$ cat src/rtl/fetch_queue_pkg.sv
// fetch_queue_pkg: shared entry type and default sizing for the fetch queue
package fetch_queue_pkg;
    localparam int FQ_DEPTH  = 4;
    localparam int FQ_AWIDTH = 32;
    localparam int FQ_DWIDTH = 32;
    typedef struct packed {
        logic [FQ_AWIDTH-1:0] pc;
        logic [FQ_DWIDTH-1:0] insn;
    } fq_entry_t;
endpackage

$ cat src/rtl/fetch_queue.sv
// fetch_queue: PC/instruction FIFO between fetch and decode; FETCH_QUEUE_BYPASS_EN enables empty-queue bypass
module fetch_queue
    import fetch_queue_pkg::*;
#(
    parameter int AWIDTH = FQ_AWIDTH,
    parameter int DWIDTH = FQ_DWIDTH,
    parameter int DEPTH  = FQ_DEPTH
) (
    input  logic                       clk,
    input  logic                       rst,
    input  logic                       flush_i,
    input  logic                       enq_valid_i,
    output logic                       enq_ready_o,
    input  logic [AWIDTH-1:0]          enq_pc_i,
    input  logic [DWIDTH-1:0]          enq_insn_i,
    output logic                       deq_valid_o,
    input  logic                       deq_ready_i,
    output logic [AWIDTH-1:0]          deq_pc_o,
    output logic [DWIDTH-1:0]          deq_insn_o,
    output logic [$clog2(DEPTH+1)-1:0] count_o
);
    localparam int PW = $clog2(DEPTH);
    localparam int CW = $clog2(DEPTH+1);

    fq_entry_t       mem [DEPTH];
    fq_entry_t       head;
    logic [PW-1:0]   wp, rp;
    logic [CW-1:0]   count;
    logic            active, byp, do_wr, do_rd;

    assign count_o = count;

    // handshakes, head selection and the effective write/read strobes
    always_comb begin
        active      = rst && !flush_i;
`ifdef FETCH_QUEUE_BYPASS_EN
        byp         = active && count == '0 && enq_valid_i;
        head        = byp ? '{pc: FQ_AWIDTH'(enq_pc_i), insn: FQ_DWIDTH'(enq_insn_i)} : mem[rp];
`else
        byp         = 1'b0;
        head        = mem[rp];
`endif
        enq_ready_o = active && count < CW'(DEPTH);
        deq_valid_o = active && (count != '0 || byp);
        deq_pc_o    = deq_valid_o ? AWIDTH'(head.pc) : '0;
        deq_insn_o  = deq_valid_o ? DWIDTH'(head.insn) : '0;
        do_wr       = enq_valid_i && enq_ready_o && !(byp && deq_ready_i);
        do_rd       = deq_valid_o && deq_ready_i && !byp;
    end

    // pointers and occupancy; reset and flush both empty the queue
    always_ff @(posedge clk) begin
        if (!rst || flush_i) begin
            wp    <= '0;
            rp    <= '0;
            count <= '0;
        end else begin
            wp    <= wp + PW'(do_wr);
            rp    <= rp + PW'(do_rd);
            count <= count + CW'(do_wr) - CW'(do_rd);
        end
    end

    // entry storage, written only on an accepted enqueue, never reset
    always_ff @(posedge clk) begin
        if (do_wr) mem[wp] <= '{pc: FQ_AWIDTH'(enq_pc_i), insn: FQ_DWIDTH'(enq_insn_i)};
    end
endmodule

$ cat config.mk
export PLATFORM = sky130hd
export DESIGN_NAME = fetch_queue
export DESIGN_NICKNAME = d
export VERILOG_FILES = /design/src/rtl/fetch_queue_pkg.sv /design/src/rtl/fetch_queue.sv
export SDC_FILE = /design/constraint.sdc
export NUM_CORES = 1
export LEC_CHECK = 0
export CORE_AREA = 10 10 164 136
export DETAILED_ROUTE_END_ITERATION = 12
export DIE_AREA = 0 0 174 146
export PLACE_DENSITY = 0.78
export SLEW_MARGIN = 10
export SYNTH_ARGS = -nofsm -noshare
export SYNTH_HDL_FRONTEND = slang
export SYNTH_SLANG_ARGS = --single-unit
$ cat constraint.sdc
create_clock -name clk -period 9.1 [get_ports clk]
set_clock_uncertainty 0.1 [all_clocks]
set_input_delay 2.275 -clock clk [delete_from_list [all_inputs] [get_ports clk]]
set_output_delay 2.275 -clock clk [all_outputs]
set_load 0.01 [all_outputs]
==> flow_summary.toml, run 1 <==
[floorplanning]
die_h_um = 146
die-area_um2 = 25400
rows = 46
core-area_um2 = 19220
die_w_um = 174
ios = 138
initial_core_util = 0.5228

[sta]
period_needed_ns = 7.109
maxSlewHeadroom = 0.2974
drv_slew = 0
rsz0062_at_grt = "false"
fin_tns_setup_ns = 0
setup_viol = 0
max_slew.worst_pin.slew_ns = 1.054
fmax_mhz = 140.7
hold_violations = 0
fin_ws_ns = 1.991
period_share = 0.7812

[synthesis]
seq_area_frac_synth = 0.7789
ys_ff_latch = 263
syn_inst = 447
syn_avg_cell_area_um2 = 22.48
yosys_warnings = 0
synth_fp_nets = 519
mappedNetlistArea_um2 = 10050
yosys.cell_types.count = 26

[setup_path]
reg2reg_from = "count_o[1]$_SDFF_PP0_"
critPathLaunchType = "primary input"
worstPathCellList = "clkdlybuf4s50_1 -> nand2b_1 -> nor2_4 -> buf_4 -> and2_1 -> clkdlybuf4s50_1"
cp.required_ns = 6.73
crit_path_top_delay_cell = "clkdlybuf4s50_1"
cpMostUsedCell = "clkdlybuf4s50_1"
crit_fanout = 42
regToRegSetupSlack_ns = 6.53
critPathCaptureType = "output pin"
critical_path_class = "primary input to output pin"
worst_path_largest_cell_delay_ns = 0.55
reg2reg_depth = 9
cp.arrival_ns = 4.73
r2r_end = "count_o[2]$_SDFF_PP0_"

[worst_hold_path]
hold_depth = 2
hp-start = "count_o[2]$_SDFF_PP0_"
hp-class = "register to register"
whs_endpoint = "count_o[2]$_SDFF_PP0_"

[clocking]
ctsResizeCount = 0
clockBufferDepth = 3
clk_pin_slew_ns = 0.06
cts_max_level = 1
tritoncts = "yes"
cts_made_buffers = 26
ctsHoldBuffers = 0
cts_root_buffer = "clkbuf_16"
post_cts_buffers = 0
cts_sinks = 263
clk_latency_ns = 0.50

[placed_design]
dp_hpwl_mm = 12.04
gp_congestion = 0.7223
dp_worst_setup_slack_ns = 1.977
dp.cells = 834
place_area_um2 = 11690
io_buffer_count = 137

[detailed_routing]
vias = 4795
drcViolationCount = 0
drtPass1Iterations = 4
via_per_inst = 5.437
post_drt_wl_per_cell_um = 22.25
drt_iter0_drc = 347
ant_nets = 0
totalWireLength_mm = 19.62

[grt]
grt_overflow = 0
top_usage_layer = "met2"
antenna_found_initial = 0
grt_pass1_vias = 5272
grt_util_all_layers = 0.1532
grtUsageMet1 = 0.2166
grt_max_degree = 67
grt_pass1_wl_mm = 30.58
grt_use_met2 = 0.2368
met3_usage = 0.04331

[layout]
final_cell_mix = "256 x edfxtp_1, 137 x clkdlybuf4s50_1, 67 x and2_1"
final_common_cell = "edfxtp_1"
fin_area_um2 = 12500
num_antenna_cells = 0
stdcell_count = 882
final_nets = 670
synthToLayoutAreaGrowth_pct = 24.34
drive_above_1_share = 0.1845

[power]
max-vdd-ir-drop_mv = 0.1207
power_mw = 2.412
p_leak_nw = 3.909
p_per_area_nw_per_um2 = 193.0

[outcome]
status = "completed"

[job]
cap_violations = 0
kinds of logic after synthesis:
logic type	after synthesis	synth area share
AOI/OAI and AO/OA	2	0.0009951
DFF	263	0.7789
and+or+nand+nor	87	0.05217
muxes	65	0.1444
buffers and inverters	24	0.01643
xor gates and xnor gates	3	0.002615
adders and majority gates	3	0.004482
where the power goes:
group / switching, mW / internal, mW
sequential: 0.00290 / 1.34
clock: 0.411 / 0.584
combinational: 0.0322 / 0.0421
total: 0.446 / 1.97
critical path: cells and delay by family:
family        cells  cell delay [ns]
buf+inv           3             1.46
simple gates      3             0.98
synthesized netlist by cell type:
library cell	instances	area share
and2_1	67	0.042
mux2i_1	1	0.0010
ha_1	2	0.0025
edfxtp_1	256	0.76
a21oi_1	1	0.00050
dfxtp_1	7	0.014
o21ai_0	1	0.00050
nor2_1	5	0.0019
or3_1	1	0.00062
fa_1	1	0.0020
xor2_1	1	0.00087
buf_2	8	0.0040
inv_1	2	0.00075
nand3b_1	1	0.00075
clkbuf_1	8	0.0030
and3_1	1	0.00062
buf_6	2	0.0022
nand2_1	3	0.0011
nand2b_1	1	0.00062
buf_12	3	0.0060
nor3b_1	3	0.0022
xnor2_1	2	0.0017
nor2b_1	1	0.00062
nor3_1	4	0.0020
clkbuf_2	1	0.00050
mux4_2	64	0.14
through the flow:
step | hold WS (ns) | utilization
final | 0.4850 | 0.6500
after global routing | 0.5256 | 0.6500
after CTS | 0.4807 | 0.6500
after detailed placement | 0.4682 | 0.6080
after global placement | 0.4267 | 0.6080
after floorplan | 0.4245 | -
sequential cells by signal, summed over array words and instances (netlist names):
signal and cells:
mem 256, count_o 3, rp 2, wp 2
how the worst max path moves through the flow:
stage	startpoint	to	slack, ns	cells past startpoint
CTS	flush_i	deq_insn_o[12]	1.96	6
detailed placement	flush_i	deq_insn_o[12]	1.98	6
global route	flush_i	deq_insn_o[20]	1.80	6
floorplan	flush_i	mem[1][0]$_DFFE_PP_	0.82	3
global placement	flush_i	deq_insn_o[12]	2.05	6
finish	flush_i	deq_insn_o[12]	1.99	6
area by class of cell:
type,count,area [µm²]
inverters,2,7.507
well taps,264,330.3
clock buffers,39,730.7
flip-flops and latches,263,7835
multi-input cells,160,2085
fillers,1278,6728
repair buffers,145,1431
clock inverters,9,76.32
metal layers:
metal / wire length (µm) / up-vias / share of wire
li1: - / 2125 / -
met2: 9117 / 167 / 0.46
met1: 8843 / 2475 / 0.45
met5: 0 / - / 0
met3: 1412 / 28 / 0.072
met4: 249 / 0 / 0.013
(Power assumes the default switching activity.)
==> run 2: changes to the inputs <==
==> constraint.sdc (replaced) <==
create_clock -name clk -period 7.15 [get_ports clk]
set_clock_uncertainty 0.1 [all_clocks]
set_input_delay 1.7875 -clock clk [delete_from_list [all_inputs] [get_ports clk]]
set_output_delay 1.7875 -clock clk [all_outputs]
set_load 0.01 [all_outputs]
==> flow_summary.toml, run 2 (synthesized netlist as in run 1, its figures left out) <==
[grt]
grt_pass1_wl_mm = 30.06
grt_max_degree = 67
grt_util_all_layers = 0.1511
grt_overflow = 0
antenna_found_initial = 0
grt_pass1_vias = 5121

[placed_design]
io_buffer_count = 137
gp_congestion = 0.7306
dp_hpwl_mm = 11.64
dp_worst_setup_slack_ns = 1.257

[setup_path]
cp.required_ns = 5.26
reg2reg_depth = 4
r2r_end = "mem[1][59]$_DFFE_PP_"
critPathLaunchType = "primary input"
critPathCaptureType = "output pin"
regToRegSetupSlack_ns = 4.23
reg2reg_from = "count_o[2]$_SDFF_PP0_"
cp.arrival_ns = 3.96
critical_path_class = "primary input to output pin"
crit_fanout = 65

[clocking]
ctsHoldBuffers = 0
clk_pin_slew_ns = 0.06
cts_max_level = 1
clockBufferDepth = 3
tritoncts = "yes"
cts_made_buffers = 26
ctsResizeCount = 0
post_cts_buffers = 0
clk_latency_ns = 0.51
cts_sinks = 263
cts_root_buffer = "clkbuf_16"

[floorplanning]
ios = 138
initial_core_util = 0.5228
rows = 46
core-area_um2 = 19220
die_w_um = 174
die_h_um = 146
die-area_um2 = 25400

[sta]
period_share = 0.8174
max_slew.worst_pin.slew_ns = 1.175
setup_viol = 0
drv_slew = 0
fin_ws_ns = 1.305
fmax_mhz = 171.1
rsz0062_at_grt = "false"
period_needed_ns = 5.845
hold_violations = 0
maxSlewHeadroom = 0.2159
fin_tns_setup_ns = 0

[layout]
final_common_cell = "edfxtp_1"
num_antenna_cells = 0
synthToLayoutAreaGrowth_pct = 24.65
largest_register_ffs = 256
top_register = "mem"
drive_above_1_share = 0.1909
final_nets = 671
final_cell_mix = "256 x edfxtp_1, 137 x clkdlybuf4s50_1, 67 x and2_1"

[detailed_routing]
via_per_inst = 5.399
drcViolationCount = 0
post_drt_wl_per_cell_um = 21.80
drtPass1Iterations = 4
vias = 4762
ant_nets = 0
totalWireLength_mm = 19.23
drt_iter0_drc = 334

[outcome]
status = "completed"

[power]
p_per_area_nw_per_um2 = 244.2
max-vdd-ir-drop_mv = 0.1652
p_leak_nw = 3.918

[worst_hold_path]
hp-class = "register to register"
whs_endpoint = "count_o[2]$_SDFF_PP0_"
hold_depth = 2
hp-start = "count_o[2]$_SDFF_PP0_"

[job]
cap_violations = 0
==> run 2: changes by cell type in the layout (fill, tap and decap cells not counted), sizes merged <==
cell | before | now
clkbuf | 39 | 33
buf | 8 | 9
clkinv | 6 | 12
inv | 3 | 2
==> run 2: where the power goes <==
group	internal [mW]	switching [mW]	leakage, nW
registers	1.70	0.00486	2.37
clock network	0.724	0.531	0.394
logic	0.0550	0.0405	1.15
total	2.48	0.576	3.92
==> run 2: metrics by stage <==
step / util / power (mW) / cell area (µm²) / hold WS (ns) / cells
floorplan: - / 1.769 / 10060 / 0.4432 / 447
global placement: 0.6090 / 1.831 / 11710 / 0.4318 / 834
detailed placement: 0.6090 / 1.836 / 11710 / 0.4547 / 834
CTS: 0.6502 / 3.090 / 12500 / 0.4637 / 881
global route: 0.6517 / 3.166 / 12530 / 0.4982 / 882
finish: 0.6517 / 3.059 / 12530 / 0.4634 / 882
==> run 2: worst max-delay path by stage <==
stage	endpoint	depth (start not counted)	startpoint	slack, ns
floorplan	mem[1][0]$_DFFE_PP_	3	flush_i	1.59
global placement	deq_pc_o[29]	6	flush_i	1.35
detailed placement	deq_insn_o[8]	6	flush_i	1.26
CTS	deq_insn_o[8]	6	flush_i	1.28
global route	deq_insn_o[9]	6	flush_i	1.13
finish	deq_insn_o[8]	6	flush_i	1.31
==> run 2: layer usage <==
metal	vias up	track usage	routed length [µm]
met5	-	0	0
met4	0	0.03030	290
met3	24	0.04331	1492
met2	176	0.2301	8802
met1	2435	0.2143	8640
li1	2127	-	-
==> run 2: area by class of cell <==
type	count	area [µm²]
Multi-Input combinational cell	160	2103
Timing Repair Buffer	146	1459
Tap cell	264	330.3
Clock buffer	33	698.2
Inverter	2	7.507
Fill cell	1290	6696
Sequential cell	263	7835
Clock inverter	14	93.84
==> run 2: worst max-delay path, stage by stage <==
cell	delay, ns
clkdlybuf4s50_1	0.45
nand2b_1	0.27
nor2_4	0.13
buf_4	0.47
and2_1	0.24
clkdlybuf4s50_1	0.55
==> run 3: changes to the inputs <==
==> constraint.sdc (replaced) <==
create_clock -name clk -period 5.7 [get_ports clk]
set_clock_uncertainty 0.1 [all_clocks]
set_input_delay 1.425 -clock clk [delete_from_list [all_inputs] [get_ports clk]]
set_output_delay 1.425 -clock clk [all_outputs]
set_load 0.01 [all_outputs]
==> flow_summary.toml, run 3 (synthesized netlist as in run 1, its figures left out) <==
[outcome]
status = "completed"

[layout]
final_cell_mix = "256 x edfxtp_1, 137 x clkdlybuf4s50_1, 67 x and2_1"
drive_above_1_share = 0.1926
final_nets = 675
final_common_cell = "edfxtp_1"
synthToLayoutAreaGrowth_pct = 25.95
layout.core_utilization = 0.6584
stdcell_count = 887
top_register = "mem"
num_antenna_cells = 0
largest_register_ffs = 256

[worst_hold_path]
hp-class = "register to register"
hp-start = "count_o[2]$_SDFF_PP0_"

[setup_path]
cp.arrival_ns = 3.46
cp-endpoint = "deq_insn_o[5]"
reg2reg_depth = 9
crit_start = "flush_i"
critPathCaptureType = "output pin"
crit_fanout = 38
cp.required_ns = 4.18
regToRegSetupSlack_ns = 3.13
critPathLaunchType = "primary input"
r2r_end = "count_o[2]$_SDFF_PP0_"
critical_path_class = "primary input to output pin"
reg2reg_from = "count_o[2]$_SDFF_PP0_"

[grt]
grt_util_all_layers = 0.1563
antenna_found_initial = 0
grt_max_degree = 67
grt_overflow = 0
grt_pass1_wl_mm = 31.20
grt_pass1_vias = 5390

[clocking]
cts_sinks = 263
cts_root_buffer = "clkbuf_16"
clk_pin_slew_ns = 0.06
cts_max_level = 1
cts_made_buffers = 26
ctsHoldBuffers = 0
clk_latency_ns = 0.50
tritoncts = "yes"
ctsResizeCount = 0
post_cts_buffers = 0
clockBufferDepth = 3

[placed_design]
dp_hpwl_mm = 12.02
dp_worst_setup_slack_ns = 0.7180
dp.cells = 839
io_buffer_count = 137
gp_congestion = 0.7568

[power]
p_leak_nw = 3.972
p_sw_uw = 728.6
swShare = 0.1811
comb_power_share = 0.030
seq_power_share = 0.533
p_per_area_nw_per_um2 = 317.8
intPower_mw = 3.294
power_mw = 4.022
max-vdd-ir-drop_mv = 0.1862
pwr-share-clk = 0.437

[sta]
rsz0062_at_grt = "false"
setup_viol = 0
drv_slew = 0
fin_ws_ns = 0.7110
max_slew.worst_pin.slew_ns = 1.021
period_needed_ns = 4.989
fmax_mhz = 200.4
fin_tns_setup_ns = 0
period_share = 0.8753
maxSlewHeadroom = 0.3195
hold_violations = 0

[detailed_routing]
post_drt_wl_per_cell_um = 22.14
drt_iter0_drc = 357
vias = 4783
drcViolationCount = 0
via_per_inst = 5.392
ant_nets = 0
totalWireLength_mm = 19.64
drtPass1Iterations = 4

[floorplanning]
initial_core_util = 0.5228
die_h_um = 146
core-area_um2 = 19220
ios = 138
die-area_um2 = 25400
die_w_um = 174
rows = 46

[job]
cap_violations = 0
run 3: changes by cell type in the layout (fill, tap and decap cells not counted):
cell	delta
clkinv_2	-8
clkinv_1	+5
buf_4	+4
bufinv_16	+4
clkbuf_1	-2
buf_12	+1
buf_16	-1
clkinv_4	+1
clkinvlp_4	+1
run 3: per-layer routing:
layer,wire (µm),up-vias,GRT usage
met4,325,0,0.03585
met5,0,-,0
met1,8481,2447,0.2117
met2,9424,170,0.2482
li1,-,2135,-
met3,1408,31,0.04305
run 3: power by group through the flow:
stage	sequential, mW	clock [mW]	combinational (mW)
6_report	2.14	1.76	0.120
5_1_grt	2.14	1.88	0.130
4_1_cts	2.14	1.80	0.121
3_5_place_dp	2.18	0	0.120
3_3_place_gp	2.18	0	0.114
2_1_floorplan	2.18	0	0.0350
run 3: through the flow:
| step | hold slack (ns) | instance area, µm² |
|---|---|---|
| final | 0.4821 | 12660 |
| after global routing | 0.5066 | 12660 |
| after CTS | 0.4992 | 12660 |
| after detailed placement | 0.4858 | 11760 |
| after global placement | 0.4328 | 11760 |
| after floorplan | 0.4432 | 10060 |
run 3: area by class of cell:
| cell class | count | area, µm² |
|---|---|---|
| clock inverters | 17 | 209.0 |
| inverters | 2 | 7.507 |
| multi-input cells | 160 | 2103 |
| repair buffers | 150 | 1481 |
| flip-flops and latches | 263 | 7835 |
| well taps | 264 | 330.3 |
| fillers | 1309 | 6566 |
| clock buffers | 31 | 690.7 |
run 3: worst min path at each step:
stage	to	slack, ns	cells past startpoint
4_1_cts	count_o[2]$_SDFF_PP0_	0.50	2
6_report	count_o[2]$_SDFF_PP0_	0.48	2
3_3_place_gp	count_o[2]$_SDFF_PP0_	0.43	2
3_5_place_dp	count_o[2]$_SDFF_PP0_	0.49	2
2_1_floorplan	wp[1]$_SDFF_PP0_	0.44	2
5_1_grt	count_o[2]$_SDFF_PP0_	0.51	2
run 3: critical path, stage by stage:
cell,delay [ns]
clkdlybuf4s50_1,0.45
nand2b_1,0.28
nor2_4,0.16
buf_4,0.35
and2_1,0.22
clkdlybuf4s50_1,0.55
